## src/rtl/seq_divider.sv

```systemverilog
// -----------------------------------------------------------------------------
// seq_divider
//
// Multi-cycle restoring divider: unsigned WIDTH-bit quotient and remainder,
// one quotient bit per clock. Each trial subtraction is S + ~D + 1 through an
// explicit ripple chain of full-adder cells; a carry-out of 1 means no borrow.
//
// Ports
//   clk          rising-edge clock
//   rst          synchronous, active-high reset
//   start        request, sampled only in IDLE
//   dividend     unsigned dividend, sampled with start
//   divisor      unsigned divisor, sampled with start
//   busy         high while iterating (RUN)
//   done         single-cycle pulse when results are valid
//   quotient     registered quotient
//   remainder    registered remainder
//   div_by_zero  last completed operation had divisor 0
//
// Latency: start sampled at the edge ending cycle 0 -> busy in cycles
// 1..WIDTH, done with results in cycle WIDTH+1. Divisor 0 -> done in cycle 1.
// -----------------------------------------------------------------------------
module seq_divider #(
    parameter int WIDTH = 8
) (
    input  logic             clk,
    input  logic             rst,
    input  logic             start,
    input  logic [WIDTH-1:0] dividend,
    input  logic [WIDTH-1:0] divisor,
    output logic             busy,
    output logic             done,
    output logic [WIDTH-1:0] quotient,
    output logic [WIDTH-1:0] remainder,
    output logic             div_by_zero
);

    localparam int CW = $clog2(WIDTH + 1);

    typedef enum logic [1:0] {
        IDLE = 2'd0,
        RUN  = 2'd1,
        DONE = 2'd2
    } state_t;

    state_t           state;
    state_t           state_nx;

    logic [WIDTH-1:0] q_reg;    // dividend shift register, becomes quotient
    logic [WIDTH-1:0] d_reg;    // latched divisor
    logic [WIDTH:0]   r_reg;    // partial remainder, one guard bit
    logic [CW-1:0]    cnt;      // completed iterations

    logic [WIDTH:0]   s_val;    // shifted partial remainder
    logic [WIDTH:0]   b_val;    // inverted, zero-extended divisor
    logic [WIDTH:0]   t_val;    // S - D
    logic             chain_c;  // ripple carry through the adder chain
    logic             no_borrow;
    logic             last_iter;
    logic [WIDTH-1:0] q_shift;
    logic [WIDTH:0]   r_next;

    // ------------------------------------------------------------------
    // Trial subtraction: full-adder cells, carry-in 1, divisor inverted.
    // ------------------------------------------------------------------
    // NOTE: every variable written here gets a value before any branch or
    // loop, so no path leaves it holding its old value (no latch inferred).
    always_comb begin
        s_val   = {r_reg[WIDTH-1:0], q_reg[WIDTH-1]};
        b_val   = ~{1'b0, d_reg};
        t_val   = '0;
        chain_c = 1'b1;
        for (int i = 0; i <= WIDTH; i++) begin
            t_val[i] = s_val[i] ^ b_val[i] ^ chain_c;
            chain_c  = (s_val[i] & b_val[i]) | (chain_c & (s_val[i] ^ b_val[i]));
        end
        no_borrow = chain_c;
        q_shift   = {q_reg[WIDTH-2:0], no_borrow};
        r_next    = no_borrow ? t_val : s_val;
        last_iter = (cnt == CW'(WIDTH - 1));
    end

    // ------------------------------------------------------------------
    // FSM: state register
    // ------------------------------------------------------------------
    // NOTE: sequential state uses non-blocking assignments so every register
    // samples pre-edge values regardless of block evaluation order.
    always_ff @(posedge clk) begin
        if (rst) begin
            state <= IDLE;
        end else begin
            state <= state_nx;
        end
    end

    // ------------------------------------------------------------------
    // FSM: next state and state-decoded outputs (pure state decode, so no
    // input reaches busy/done combinationally)
    // ------------------------------------------------------------------
    always_comb begin
        state_nx = state;
        busy     = 1'b0;
        done     = 1'b0;
        case (state)
            IDLE: begin
                if (start) begin
                    state_nx = (divisor == '0) ? DONE : RUN;
                end
            end
            RUN: begin
                busy = 1'b1;
                if (last_iter) begin
                    state_nx = DONE;
                end
            end
            DONE: begin
                done     = 1'b1;
                state_nx = IDLE;
            end
            default: state_nx = IDLE;
        endcase
    end

    // ------------------------------------------------------------------
    // Datapath and result registers. Results are loaded on the edge that
    // enters DONE so they are visible in the same cycle as the done pulse,
    // and then hold through IDLE until the next operation completes.
    // ------------------------------------------------------------------
    always_ff @(posedge clk) begin
        if (rst) begin
            q_reg       <= '0;
            d_reg       <= '0;
            r_reg       <= '0;
            cnt         <= '0;
            quotient    <= '0;
            remainder   <= '0;
            div_by_zero <= 1'b0;
        end else begin
            case (state)
                IDLE: begin
                    if (start) begin
                        q_reg <= dividend;
                        d_reg <= divisor;
                        r_reg <= '0;
                        cnt   <= '0;
                        if (divisor == '0) begin
                            quotient    <= '1;
                            remainder   <= dividend;
                            div_by_zero <= 1'b1;
                        end
                    end
                end
                RUN: begin
                    q_reg <= q_shift;
                    r_reg <= r_next;
                    cnt   <= cnt + CW'(1);
                    if (last_iter) begin
                        quotient    <= q_shift;
                        remainder   <= r_next[WIDTH-1:0];
                        div_by_zero <= 1'b0;
                    end
                end
                default: ;
            endcase
        end
    end

endmodule

```

## config.mk

```make
export PLATFORM = sky130hd
export DESIGN_NAME = seq_divider
export DESIGN_NICKNAME = d
export VERILOG_FILES = /design/src/rtl/seq_divider.sv
export SDC_FILE = /design/constraint.sdc
export NUM_CORES = 1
export LEC_CHECK = 0
export ABC_AREA = 0
export BUFFER_PORTS_ARGS = -buffer_cell sky130_fd_sc_hd__buf_2
export CORE_ASPECT_RATIO = 1.25
export CORE_MARGIN = 3
export CORE_UTILIZATION = 45
export CTS_CLUSTER_DIAMETER = 200
export DETAILED_ROUTE_END_ITERATION = 12
export GPL_ROUTABILITY_DRIVEN = 0
export GPL_TIMING_DRIVEN = 1
export PLACE_DENSITY = 0.66
export SYNTH_ARGS = -nofsm -noshare
export SYNTH_HDL_FRONTEND = slang
export SYNTH_SLANG_ARGS = --single-unit
```

## constraint.sdc

```tcl
create_clock -name clk -period 11.1 [get_ports clk]
set_clock_uncertainty 0.2 [all_clocks]
set_input_delay 1.665 -clock clk [delete_from_list [all_inputs] [get_ports clk]]
set_output_delay 1.665 -clock clk [all_outputs]
set_load 0.02 [all_outputs]
```

After elaboration in Yosys (flattened, before gate mapping)
Index checks and enable logic that the tools add are counted.
- flip-flop bits (word level): 47
- output and inout port bits: 19
- logic and storage cells: 91
- $add $sub $neg: 1
- equality and inequality tests: 6
- mux-type cells: 25
- bitwise operators: 44
- reductions and logical operators: 7
- operators by type and width (cell ; count):
    8-bit two-way mux ; 9
    8-bit case mux with 2 select lines ; 4
    1-bit bitwise AND ; 17
    1-bit XOR ; 16
    8-bit NOT with 9-bit output ; 1
    1-bit bitwise OR ; 9
    8-bit zero test ; 1
    4-bit case mux with 2 select lines ; 1
    2-bit two-way mux ; 3
    2-bit != test, second input constant ; 3
    2-bit AND reduction ; 3
    1-bit two-way mux ; 5
    4-bit by 1-bit adder with 4-bit output, second input constant ; 1
    4-bit by 3-bit equality test with 1-bit output, second input constant ; 1
    4-bit two-way mux ; 1
    2-bit case mux with 2 select lines ; 1
    4-bit AND reduction ; 1
    2-bit by 1-bit equality test with 1-bit output, second input constant ; 1
    2-bit equality test, second input constant ; 1
    2-bit zero test ; 1
    1-bit case mux with 2 select lines ; 1
    2-bit nonzero test ; 1
    1-bit NOT ; 1

Depth between registers and ports, before layout
Gate-level depths: netlist of the first run.
- depth after elaboration: 22
- depth in mapped cells: 17

Worst setup path before layout of the first run
No wires, ideal clock.
- path kind: register to register
- start point: register q_reg[7]
- end point: register remainder[5]
- arrival time: 3.642 ns
- path slack: 7.131 ns
- cell stages (with the launch flop): 18
- path buffers: 2
- path through: dfxtp_1 > inv_1 > ha_1 > inv_1 > fa_1 > fa_1 > inv_1 > fa_1 > fa_1 > fa_1 > fa_1 > fa_1 > nand2b_1 > buf_2 > buf_1 > nand2_1 > o211ai_1 > a31oi_1
- word-level cells in the longest chain between the ends: 21
- elaborated cells between the ends (all ways): 23
- RTL lines (what ; RTL line ; text):
    from (decl) ; 49 ; logic [WIDTH-1:0] q_reg;
    from (signal assigned) ; 142 ; q_reg <= dividend;
    from (signal assigned) ; 154 ; q_reg <= q_shift;
    1-bit bitwise AND or 1-bit XOR (tied branches) ; 75 ; chain_c = (s_val[i] & b_val[i]) | (chain_c & (s_val[i] ^ b_val[i]));
    1-bit bitwise OR * ; 75 ;
    1-bit bitwise AND * ; 75 ;
    1-bit bitwise OR * ; 75 ;
    1-bit bitwise AND * ; 75 ;
    1-bit bitwise OR * ; 75 ;
    1-bit bitwise AND * ; 75 ;
    1-bit bitwise OR * ; 75 ;
    [... 5 more ...] ; -- ;
    1-bit bitwise OR ; 75 ;
    1-bit bitwise AND ; 75 ;
    1-bit bitwise OR ; 75 ;
    1-bit bitwise AND ; 75 ;
    1-bit bitwise OR ; 75 ;
    8-bit two-way mux * ; 79 ; r_next = no_borrow ? t_val : s_val;
    8-bit two-way mux * ; 157 ; if (last_iter) begin
    8-bit case mux with 2 select lines * ; 139 ; case (state)
    to (signal assigned) ; 148 ; remainder <= dividend;
    to (signal assigned) ; 159 ; remainder <= r_next[WIDTH-1:0];
    to (decl) ; 34 ; output logic [WIDTH-1:0] remainder,
Mark *: on every way between the ends. The rest lies on a longest branch, timed or not. The select of a mux whose other input is x is not followed.
A chain may end at the register's enable or synchronous reset.

Worst setup path in the final report of the first run
- start point: register q_reg[7]
- end point: register remainder[2]
- word-level cells in the longest chain between the ends: 21
- elaborated cells between the ends (all ways): 23
- RTL lines (what ; RTL line):
    1-bit bitwise AND or 1-bit XOR (tied branches) ; 75
    1-bit bitwise OR * ; 75
    1-bit bitwise AND * ; 75
    1-bit bitwise OR * ; 75
    1-bit bitwise AND ; 75
    1-bit bitwise OR ; 75
    1-bit bitwise AND ; 75
    1-bit bitwise OR ; 75
    [... 5 more ...] ; --
    1-bit bitwise OR ; 75
    1-bit bitwise AND ; 75
    1-bit bitwise OR ; 75
    1-bit bitwise AND ; 75
    1-bit bitwise OR ; 75
    8-bit two-way mux * ; 79
    8-bit two-way mux * ; 157
    8-bit case mux with 2 select lines * ; 139
Marked as above.

==> flow_summary.ini, run 1 <==
[clocking]
cts_hold_buf = 0
cts.repair.resized = 0
cts-root-buf = clkbuf_8
cts_buffers = 5
path_clk_slew_ps = 90
cts.sinks = 47
clk_latency_ps = 290
post-cts-setup-buffers = 0
cts_buffer_depth = 2
cts_tree = yes
h-tree-depth = 2

[timing]
fin_ws_ps = 6701
max-slew-margin-rel = 0.2776
setup_violations = 0
rsz0062_at_grt = no
slew_viol_final = 0
tns_ps = 0
hold_viol_final = 0
clock.fmax_mhz = 227.3
fin_crit_ps = 4399
tightest_slew_ps = 1080
post-route-period-util = 0.3963

[synthesis]
synth_area_mm2 = 0.002141
yosys.area.top_type = dfxtp_1
synth.avg_cell_area_um2 = 9.071
netlist.area_leader.share = 0.4395
yosys_warnings = 0
synthesis.nets = 264
ys_types = 43
synth.ff_latch_count = 47
synth_seq_area_share = 0.4395
synth_area_leaders = dfxtp_1 (44%), nand2_1 (7.7%), fa_1 (6.5%), a21oi_1 (4.7%), nor2_1 (3.2%)
synthCells = 236

[power]
p_switching_w = 0.0001026
ir_drop_uv = 78.22
intPower_w = 0.0002561
powerDensity_mw_per_mm2 = 149.6
power_leakage_nw = 1.027
switching_share = 0.2861
power.share.sequential = 0.511
p_comb_frac = 0.172
clkPwrFrac = 0.317
finalPower_w = 0.0003587

[run_status]
status = completed

[floorplan]
dieArea_mm2 = 0.005626
die_y_um = 83.12
rows = 27
start_util = 0.4765
ioPinCount = 38
die_w_um = 67.69
core_area_mm2 = 0.004493

[setup_path]
reg2reg_slack_ps = 6700
reg2reg_depth = 15
start_kind = flop
cp.required_ps = 11100
worst-setup-path-type = flop to flop
path_max_fanout = 17
critical_path_arrival_ps = 4400
end_kind = flop

[place]
place_area_mm2 = 0.002293
place.port_buffers = 37
dp.final_hpwl_mm = 3.591
dpl_worst_slack_ps = 6695

[min_path]
hold_path.class = flop to flop
min_path_cells = 2

[routing]
drt_iter0_markers = 169
drc = 0
dr.pass1.iters = 4
routed_wirelength_mm = 4.983
wl_per_cell_um = 15.48
ant_nets = 0
vias = 1812
via_per_inst = 5.627

[global_routing]
grt_pass1_wl_mm = 8.204
grt_pass1_vias = 1718
grt_antenna_before_repair = 0
track_usage = 0.1896
grt_max_degree = 29
grt_overflow = 0

[layout]
utilization = 0.5336
nNetsFinal = 291
diodes = 0
drive_above_1_share = 0.2083
syn_to_final_growth_pct = 11.98
fin_area_mm2 = 0.002397

[flow_run]
maxCapViolations = 0
==> path summary, 6_finish.rpt <==
check,startpoint,endpoint
max reg2reg,q_reg[7],remainder[2]
min,d_reg[2],d_reg[2]
min reg2reg,d_reg[2],d_reg[2]
max,q_reg[7],remainder[2]
==> synth_stat cells (all sizes together) <==
cell type,n
o221ai,2
nand3b,2
a211oi,1
ha,2
o21ai,4
and2,3
o22ai,3
and3,2
a22oi,1
o31ai,5
o211a,2
a311oi,7
and2b,1
a31o,1
nor2,19
o221a,7
nand4,1
or2,1
dfxtp,47
or3b,1
a21oi,20
nand2,45
nor4,2
o211ai,6
a31oi,5
nand3,1
clkbuf,7
nand2b,2
fa,7
o21a,2
mux2i,2
buf,10
nor3,1
inv,12
nor3b,1
o21bai,1
==> power groups by stage <==
stage	Sequential (W)	Clock (W)	Combinational, W
6_report	0.000183	0.000114	0.0000618
5_1_grt	0.000184	0.000124	0.0000711
4_1_cts	0.000183	0.000116	0.0000621
3_5_place_dp	0.000187	0	0.0000617
3_3_place_gp	0.000187	0	0.0000604
2_1_floorplan	0.000186	0	0.0000494
==> per-stage QoR <==
step                      instances  hold slack [ps]
after detailed placement        314            249.0
final                           322            261.5
after global routing            322            278.4
after floorplan                 236            236.3
after global placement          314            248.0
after CTS                       322            261.2
==> routing by layer <==
layer  vias to the layer above  part of all wire  routed length, um  GRT usage
met1                       862              0.43               2137     0.2513
met4                         0             0.021                106    0.07749
met5                         -                 0                  0          0
li1                        887                 -                  -          -
met2                        54              0.49               2461     0.2994
met3                         9             0.056                277    0.03112
==> area by class of cell <==
type,instances,area (um^2)
fill,430,2096
multi-input combinational,160,1050
sequential,47,940.9
timing repair buffer,37,185.2
clock buffer,7,96.34
tap,58,72.57
inverter,12,45.04
clock inverter,1,7.507
==> cell families after synthesis <==
group                      synth area share
AOI/OAI and AO/OA                    0.2227
DFF                                  0.4395
buffers and inverters               0.07013
adders and majority gates           0.07714
muxes                              0.009352
and+or+nand+nor                      0.1812
==> worst max-delay path, stage by stage (launching register included) <==
cell      delay (ps)
dfxtp_1          350
inv_1             50
ha_1             190
inv_1             70
fa_1             180
fa_1             160
inv_1             50
fa_1             370
fa_1             390
fa_1             390
fa_1             390
fa_1             400
nand2b_1         480
mux2i_1          310
o221ai_1         160
o211a_1          160
==> cells in the final DEF (no fill, tap or decap), types with 6 or more instances in the layout <==
cell type,instances
o211ai_1,6
a21oi_1,20
clkbuf_8,7
nor2_1,18
inv_1,12
fa_1,7
buf_2,37
dfxtp_1,47
nand2_1,44
a311oi_1,7
Power figures use the tool's default switching activity.
==> run 2: changes to the inputs <==
clock period = 4.5 ns   (was 11.1 ns; I/O delays follow)
==> run 2 against run 1 <==
  * Sequential share of layout area fell by 0.26 points
  * Die area did not move
  * Count of clock-buffer cells in the layout fell by 2
  * Sequential cell count did not move
  * Combinational power rose to 2.6 times the previous value
==> flow_summary.ini, run 2 (synthesis gave the netlist of run 1 again) <==
[setup_path]
end_kind = flop
path_buf_inv = 3
path_depth = 15
path_max_fanout = 6
critical_path_arrival_ps = 4180
crit_family = adder cells
cp.required_ps = 4500
cpPeakStageDelay_ps = 400
crit_path_frequent_cell = fa_1
start_kind = flop
cp_slowest_cell = fa_1
crit_chain = inv_1 -> ha_1 -> inv_1 -> fa_1 -> fa_1 -> inv_1 -> fa_1 -> fa_1 -> fa_1 -> fa_1 -> fa_1 -> nand2b_1 -> mux2i_1 -> o221ai_1 -> o211a_1
reg2reg_depth = 15
worst-setup-path-type = flop to flop

[clocking]
cts_buffer_depth = 2
cts_buffers = 5
cts-root-buf = clkbuf_8
post-cts-setup-buffers = 0
cts_tree = yes
h-tree-depth = 2
cts.repair.resized = 0
clk_latency_ps = 300
cts.sinks = 47
cts_hold_buf = 0
path_clk_slew_ps = 90

[floorplan]
dieArea_mm2 = 0.005626
core_area_mm2 = 0.004493
rows = 27
die_y_um = 83.12
die_w_um = 67.69
start_util = 0.4765
ioPinCount = 38

[layout]
drive_above_1_share = 0.2113
final_common_cell = dfxtp_1
syn_to_final_growth_pct = 12.74
layout_common_cells = dfxtp_1 (47), nand2_1 (44), buf_2 (37)
nNetsFinal = 292
fill_cells = 437
diodes = 0

[place]
place.port_buffers = 37
dpl_worst_slack_ps = 393.5
dp.final_hpwl_mm = 3.656

[timing]
slew_viol_final = 0
max-slew-margin-rel = 0.3239
rsz0062_at_grt = no
clock.fmax_mhz = 239.5
fin_ws_ps = 324.1
setup_violations = 0
hold_viol_final = 0
post-route-period-util = 0.9280
tightest_slew_ps = 1010
fin_crit_ps = 4176
tns_ps = 0

[global_routing]
grt_max_degree = 29
grt_pass1_vias = 1729
track_usage = 0.1955
grt_pass1_wl_mm = 8.321
grt_overflow = 0
grt_antenna_before_repair = 0

[routing]
dr.pass1.iters = 4
via_per_inst = 5.557
routed_wirelength_mm = 5.063
wl_per_cell_um = 15.67
drc = 0
drt_iter0_markers = 139
ant_nets = 0
vias = 1795

[power]
powerDensity_mw_per_mm2 = 383.5
power_leakage_nw = 1.040
ir_drop_uv = 153.9

[run_status]
status = completed

[min_path]
hold_path.class = flop to flop
min_path_cells = 2

[flow_run]
maxCapViolations = 0
## run 2: changes by cell type in the layout (fill, tap and decap cells not counted), sizes merged
cell      delta
bufinv       +1
clkbuf       -2
clkinvlp     -1
clkinv       +2
buf          +1
## run 2: worst paths after layout
kind	slack, ps	to	start
hold / removal	270	d_reg[2]	d_reg[2]
setup reg to reg	320	remainder[2]	q_reg[7]
setup / recovery	320	remainder[2]	q_reg[7]
hold reg to reg	270	d_reg[2]	d_reg[2]
## run 2: report_power, final
group | leakage (nW) | internal (W) | switching, W
Sequential | 0.383 | 0.000436 | 0.0000168
Combinational | 0.599 | 0.0000605 | 0.0000971
Clock | 0.0581 | 0.000166 | 0.000150
Total | 1.04 | 0.000662 | 0.000264
## run 2: area by class of cell
type	count	area (um^2)	share of cell area
Tap cell	58	72.57	0.03007
Clock buffer	5	68.82	0.02851
Multi-Input combinational cell	160	1050	0.4349
Inverter	12	45.04	0.01866
Sequential cell	47	940.9	0.3898
Timing Repair Buffer	38	192.7	0.07983
Clock inverter	3	43.79	0.01814
## run 2: metal layers
| layer | vias up | global-route usage | share of wire |
|---|---|---|---|
| met4 | 0 | 0.07565 | 0.018 |
| met3 | 8 | 0.04601 | 0.052 |
| met1 | 854 | 0.2494 | 0.44 |
| met2 | 47 | 0.3118 | 0.49 |
| li1 | 886 | - | - |
| met5 | - | 0 | 0 |
## run 2: per-stage QoR
step	utilization	total power (W)	hold slack [ps]	area, um^2	instances
floorplan	-	0.0005796	236.3	2141	236
global placement	0.5121	0.0006163	247.1	2301	315
detailed placement	0.5121	0.0006195	256.6	2301	315
CTS	0.5372	0.0009319	269.4	2414	323
global route	0.5372	0.0009706	294.2	2414	323
finish	0.5372	0.0009256	265.4	2414	323
## run 2: worst min-delay path: stages, from the launching register on
cell and delay [ps]:
dfxtp_1 320, nand2_1 50, a21oi_1 50
